$ cat config.mk
export PLATFORM = sky130hd
export DESIGN_NAME = sensor_conditioner
export DESIGN_NICKNAME = d
export VERILOG_FILES = /design/src/rtl/sensor_pkg.sv /design/src/rtl/debounce_channel.sv /design/src/rtl/sensor_conditioner.sv
export SDC_FILE = /design/constraint.sdc
export NUM_CORES = 1
export LEC_CHECK = 0
export ABC_AREA = 0
export CAP_MARGIN = 40
export CORE_MARGIN = 8
export CORE_UTILIZATION = 38
export DETAILED_ROUTE_END_ITERATION = 8
export SETUP_SLACK_MARGIN = 0.2
export SYNTH_ARGS = -nofsm -noshare
export SYNTH_HDL_FRONTEND = slang
export SYNTH_SLANG_ARGS = --single-unit
$ cat constraint.sdc
create_clock -name clk -period 3.6 [get_ports clk]
set_clock_uncertainty 0.2 [all_clocks]
set_input_delay 0.54 -clock clk [delete_from_list [all_inputs] [get_ports clk]]
set_output_delay 0.54 -clock clk [all_outputs]
set_load 0.05 [all_outputs]
$ cat src/rtl/sensor_pkg.sv
// Shared types and constants for the vehicle sensor conditioning front end.
package sensor_pkg;

  typedef enum logic [1:0] {
    IDLE     = 2'd0,
    QUAL_ON  = 2'd1,
    ACTIVE   = 2'd2,
    QUAL_OFF = 2'd3
  } chan_state_e;

  // Sensor pins pull low when a vehicle is over the loop.
  localparam logic SENSOR_ACTIVE_LEVEL = 1'b0;

  // 10 ms of stability at a 50 MHz clock.
  localparam int DEBOUNCE_50MHZ = 500000;

endpackage

$ cat src/rtl/debounce_channel.sv
// One sensor channel: 2-flop synchronizer, qualify-on/qualify-off debounce FSM,
// registered present level and arrival pulse.
module debounce_channel
  import sensor_pkg::*;
#(
  parameter int DEBOUNCE_CYCLES = DEBOUNCE_50MHZ
) (
  input  logic clk,
  input  logic reset,
  input  logic sensor_n,
  output logic present,
  output logic present_next,
  output logic arrive_pulse
);

  localparam int DW = $clog2(DEBOUNCE_CYCLES);
  localparam logic [DW-1:0] TERM = DW'(DEBOUNCE_CYCLES - 1);
  localparam logic [DW-1:0] ONE  = DW'(1);

  logic          sync1, sync2, s;
  chan_state_e   state, state_next;
  logic [DW-1:0] dcnt, dcnt_next, dcnt_inc;
  logic          pulse_next;

  // Synchronizer resets to the inactive level so reset release is silent.
  always_ff @(posedge clk or posedge reset) begin
    if (reset) begin
      sync1 <= 1'b1;
      sync2 <= 1'b1;
    end else begin
      sync1 <= sensor_n;
      sync2 <= sync1;
    end
  end

  assign s        = (sync2 == SENSOR_ACTIVE_LEVEL);
  assign dcnt_inc = (&dcnt) ? dcnt : dcnt + ONE;

  always_ff @(posedge clk or posedge reset) begin
    if (reset) begin
      state <= IDLE;
      dcnt  <= '0;
    end else begin
      state <= state_next;
      dcnt  <= dcnt_next;
    end
  end

  always_comb begin
    state_next = state;
    dcnt_next  = dcnt;
    unique case (state)
      IDLE: begin
        if (s) begin
          state_next = QUAL_ON;
          dcnt_next  = ONE;
        end
      end
      QUAL_ON: begin
        if (!s) begin
          state_next = IDLE;
          dcnt_next  = '0;
        end else if (dcnt == TERM) begin
          state_next = ACTIVE;
          dcnt_next  = '0;
        end else begin
          dcnt_next = dcnt_inc;
        end
      end
      ACTIVE: begin
        if (!s) begin
          state_next = QUAL_OFF;
          dcnt_next  = ONE;
        end
      end
      QUAL_OFF: begin
        if (s) begin
          state_next = ACTIVE;
          dcnt_next  = '0;
        end else if (dcnt == TERM) begin
          state_next = IDLE;
          dcnt_next  = '0;
        end else begin
          dcnt_next = dcnt_inc;
        end
      end
      default: begin
        state_next = IDLE;
        dcnt_next  = '0;
      end
    endcase
  end

  // present holds through QUAL_OFF so short dropouts never clear it.
  // A pulse fires only on the first ACTIVE cycle after QUAL_ON, which is
  // the only way to reach ACTIVE while present is still low.
  assign present_next = (state == ACTIVE) || (state == QUAL_OFF);
  assign pulse_next   = (state == ACTIVE) && !present;

  always_ff @(posedge clk or posedge reset) begin
    if (reset) begin
      present      <= 1'b0;
      arrive_pulse <= 1'b0;
    end else begin
      present      <= present_next;
      arrive_pulse <= pulse_next;
    end
  end

endmodule

$ cat src/rtl/sensor_conditioner.sv
// Vehicle sensor front end: per-channel debounce plus combined presence and a
// saturating arrival counter for the HEX display.
module sensor_conditioner
  import sensor_pkg::*;
#(
  parameter int N_SENSORS       = 2,
  parameter int DEBOUNCE_CYCLES = DEBOUNCE_50MHZ,
  parameter int COUNT_WIDTH     = 4
) (
  input  logic                   clk,
  input  logic                   reset,
  input  logic [N_SENSORS-1:0]   sensor_n,
  input  logic                   clear_count,
  output logic [N_SENSORS-1:0]   present,
  output logic                   any_present,
  output logic [N_SENSORS-1:0]   arrive_pulse,
  output logic [COUNT_WIDTH-1:0] arrival_count
);

  localparam int CW2 = COUNT_WIDTH + 2;
  localparam logic [CW2-1:0] SAT = {2'b00, {COUNT_WIDTH{1'b1}}};

  logic [N_SENSORS-1:0]   present_next;
  logic [CW2-1:0]         pop, sum;
  logic [COUNT_WIDTH-1:0] count_next;

  for (genvar g = 0; g < N_SENSORS; g++) begin : g_chan
    debounce_channel #(
      .DEBOUNCE_CYCLES(DEBOUNCE_CYCLES)
    ) u_chan (
      .clk         (clk),
      .reset       (reset),
      .sensor_n    (sensor_n[g]),
      .present     (present[g]),
      .present_next(present_next[g]),
      .arrive_pulse(arrive_pulse[g])
    );
  end

  // Two spare bits so simultaneous arrivals cannot wrap before the clamp.
  always_comb begin
    pop = '0;
    for (int i = 0; i < N_SENSORS; i++) pop = pop + CW2'(arrive_pulse[i]);
    sum        = {2'b00, arrival_count} + pop;
    count_next = (sum > SAT) ? {COUNT_WIDTH{1'b1}} : sum[COUNT_WIDTH-1:0];
  end

  always_ff @(posedge clk or posedge reset) begin
    if (reset) begin
      arrival_count <= '0;
      any_present   <= 1'b0;
    end else begin
      arrival_count <= clear_count ? '0 : count_next;
      any_present   <= |present_next;
    end
  end

endmodule

==> summary.txt <==
Setup path
  • Most used cell, CP: and4_1
  • Crit path max fanout: 14
  • Setup CP Type: flop to flop
  • Slowest stage delay, CP: 500 ps
  • CP max stage cell: a21oi_2
  • WP data arrival: 2500 ps
  • Critical-path cell list: ha_1 > and4_1 > and4_1 > a21oi_2 > buf_4 > o21ai_0 > a31oi_1
  • Worst path bufs/invs: 1
  • CP Launch Type: flop
  • Worst Setup End Kind: flop
  • Worst EP required: 3630 ps
  • Cell family with most CP delay: compound AO/OA/AOI/OAI gates

Routing
  • Avg WL per Cell: 15.1 um
  • # DRC: 0
  • Via density per instance: 5.85
  • ANT nets after route: 0
  • Initial drt markers: approximately 130
  • Total number of vias: 2550
  • Final wirelength: 6560 um
  • DRT Pass-1 Iters: 4

STA
  • Max Freq: 405 MHz
  • Min Clock Period, post-route: 2470 ps
  • Setup TNS: 0 ps
  • Worst-margin pin slew: 772 ps
  • Crit share post-route: 68.6%
  • RSZ-0062 raised after global routing: false
  • Slew headroom: around half
  • Count of final hold-check violations: 0
  • Hold slack: roughly 170 ps
  • Final setup viols: 0
  • Final Slew Violations: 0

Synth
  • EDFF count, synth: 0
  • Syn_area_per_cell: a little over 9 um^2
  • Prevailing post-synth register cell: dfrtp_1
  • Most numerous cell in the Yosys netlist: dfrtp_1
  • Top cells by count, synth: 51 x dfrtp_1, 30 x a21oi_1, 28 x nand2_1
  • Synth warnings: 0
  • Yosys cell types: 56
  • Area contributors post-synth: dfrtp_1 42%, a21oi_1 5.0%, a31oi_1 4.6%
  • Yosys top cell area share: 42.4%
  • Synth area leader: dfrtp_1
  • Mapped Cells: 330
  • Post-synth ARST share: between 90% and 100%
  • Yosys reg bits: 55
  • Register area share after synthesis: 45.9%
  • Synth Net Count: 339
  • Mapped cell area: 0.00301 mm^2

CTS
  • Cts bufs inserted: 5
  • Hold Buf Count CTS: 0
  • TritonCTS clock tree: yes
  • H-tree levels: 2
  • Reg clk slew, reported paths: 100 ps
  • CTS Sinks: 55
  • Buffer depth of the longest clock path: 2
  • Clock Latency Late Sink: a little over 300 ps
  • Setup bufs post-CTS: 0
  • Root Driver: clkbuf_8
  • Post-cts resize count: 0

Finish
  • Number of fill cells in the layout: 730
  • Fin cells: 436
  • Final-stage net count: between 300 and 400
  • Layout cells sized above 1: 7.78%
  • Area delta synth->final: 10.5%
  • Ant. Diodes: 0

Place
  • Placed cells: 428
  • Post-DP HPWL: 4690 um
  • I/O Buffers: 13
  • GP Congestion: 0.839

Global route
  • Met3 Resource Use GR: 3.01%
  • Antenna violations before repair: 0
  • First-pass GRT wire length: 11500 um
  • Most Crowded Layer GR: met2
  • Largest net degree at the start of global routing: 29
  • Met1 usage: 16.8%
  • Met2 Use GR: 18.9%
  • Total Routing Usage GR: 12.3%
  • Overflow after GRT: 0
  • Vias in the first global route: 2379

Pwr
  • Combinational share of power: 31.1%
  • P_sw: between 600 and 700 uW
  • Design Power: 1.75 mW
  • Switching Share: about 37%
  • Clock power frac: 24.8%
  • Maximum VDD drop: 256 uV
  • Int Pwr: 1.11 mW
  • Leak: 1.29 nW
  • Sequential Power Share: 44.1%
  • PD cells: 528 mW/mm^2

Run
  • Max Cap Viol: 0

Floorplanning
  • Core Box Area: roughly 0.0077 mm^2
  • Die height: 105 um
  • Top Ports: 14
  • Die area: 0.0110 mm^2
  • Die X: roughly 110 um
  • Initial Util: 39.2%
  • Rows: 32

Worst hold path
  • Worst hold path type: flop to flop

Outcome
  • Outcome: finished, final reports clean
## per-layer routing
layer	vias up	routed length, um
met5	-	0
met4	0	65
met3	6	250
met2	43	2970
met1	1242	3280
li1	1259	-
## per-stage QoR
step	cell area [um^2]	util, %	setup slack (ps)
2_1_floorplan	3010	-	1510
3_3_place_gp	3190	41.5	1090
3_5_place_dp	3200	41.7	1130
4_1_cts	3330	43.3	1120
5_1_grt	3330	43.3	913
6_report	3330	43.3	1130
## placed cells by master (no fill, tap or decap), types with 2 or more instances in the layout
cell              n
nor3b_1           4
dfrtp_1          51
o31a_1            2
nor3_1            8
or4_1             2
a41oi_1           2
nand2_1          28
or2_2             3
and4_1            7
a31oi_1          22
dfstp_2           4
a22o_1            3
o21ai_1           3
clkdlybuf4s50_1  13
nor2_1           22
xnor2_1           2
a21o_1            7
o31ai_1           4
buf_4             3
inv_1             8
a21oi_1          30
ha_1              3
nand3_1          18
o211ai_1          5
o21ai_0          15
nor4_1            2
clkbuf_8          6
o21bai_1          2
a32o_1            2
and2_1            4
and3_1            6
or3_1             3
nand4_1          14
## flip-flops by register name (all words and copies together) (netlist names), named ones only
| register | count |
|---|---|
| g_chan.u_chan.sync2 | 2 |
| g_chan.u_chan.sync1 | 2 |
| g_chan.u_chan.arrive_pulse | 2 |
| arrival_count | 4 |
| any_present | 1 |
| g_chan.u_chan.present | 2 |
| g_chan.u_chan.dcnt | 38 |
| g_chan.u_chan.state | 2 |
## area by class of cell
cell class                 instances  area, um^2  share of cell area [%]
clock buffer                       6        82.6                    2.48
clock inverter                     2        38.8                    1.17
inverter                           9        33.8                    1.02
multi-input combinational        245        1490                    44.9
sequential                        55        1380                    41.5
tap                              102         128                    3.84
timing repair buffer              17         168                    5.04
## worst register-to-register path, delay by kind of cell (launching register included)
family                   cells  cell delay, ps
AND/OR/NAND/NOR              2             450
adder cells (fa/ha/maj)      1             250
buffers and inverters        1             300
AO/OA/AOI/OAI                3             760
flip-flops                   1             440
## cells by family after synthesis
logic type	after synthesis	share of synthesized area, %
AO/OA/AOI/OAI	108	23.3
XOR/XNOR	2	0.582
adder cells (fa/ha/maj)	4	1.91
buffers and inverters	30	4.49
flip-flops	55	45.9
multiplexers	1	0.333
AND/OR/NAND/NOR	130	23.5
## worst paths after layout
path / end / cells after the start / start / slack, ps
max in group asynchronous: g_chan[0].u_chan.sync1$_DFF_PP1_ / 3 / reset / 2130
worst max-delay path: g_chan[0].u_chan.dcnt[5]$_DFFE_PP0P_ / 7 / g_chan[0].u_chan.dcnt[0]$_DFFE_PP0P_ / 1130
worst min register to register: g_chan[1].u_chan.sync2$_DFF_PP1_ / 0 / g_chan[1].u_chan.sync1$_DFF_PP1_ / 170
worst max register to register: g_chan[0].u_chan.dcnt[5]$_DFFE_PP0P_ / 7 / g_chan[0].u_chan.dcnt[0]$_DFFE_PP0P_ / 1130
min in group asynchronous: g_chan[0].u_chan.state[0]$_DFFE_PP0P_ / 2 / reset / 400
worst min-delay path: g_chan[1].u_chan.sync2$_DFF_PP1_ / 0 / g_chan[1].u_chan.sync1$_DFF_PP1_ / 170
## power by group through the flow
stage          clock, mW  combinational [mW]  sequential, mW
6_report           0.435               0.546           0.773
5_1_grt            0.471               0.610           0.787
4_1_cts            0.455               0.551           0.773
3_5_place_dp           0               0.549           0.783
3_3_place_gp           0               0.527           0.782
2_1_floorplan          0               0.409           0.787
No activity file was read; power rests on OpenSTA's default activity.
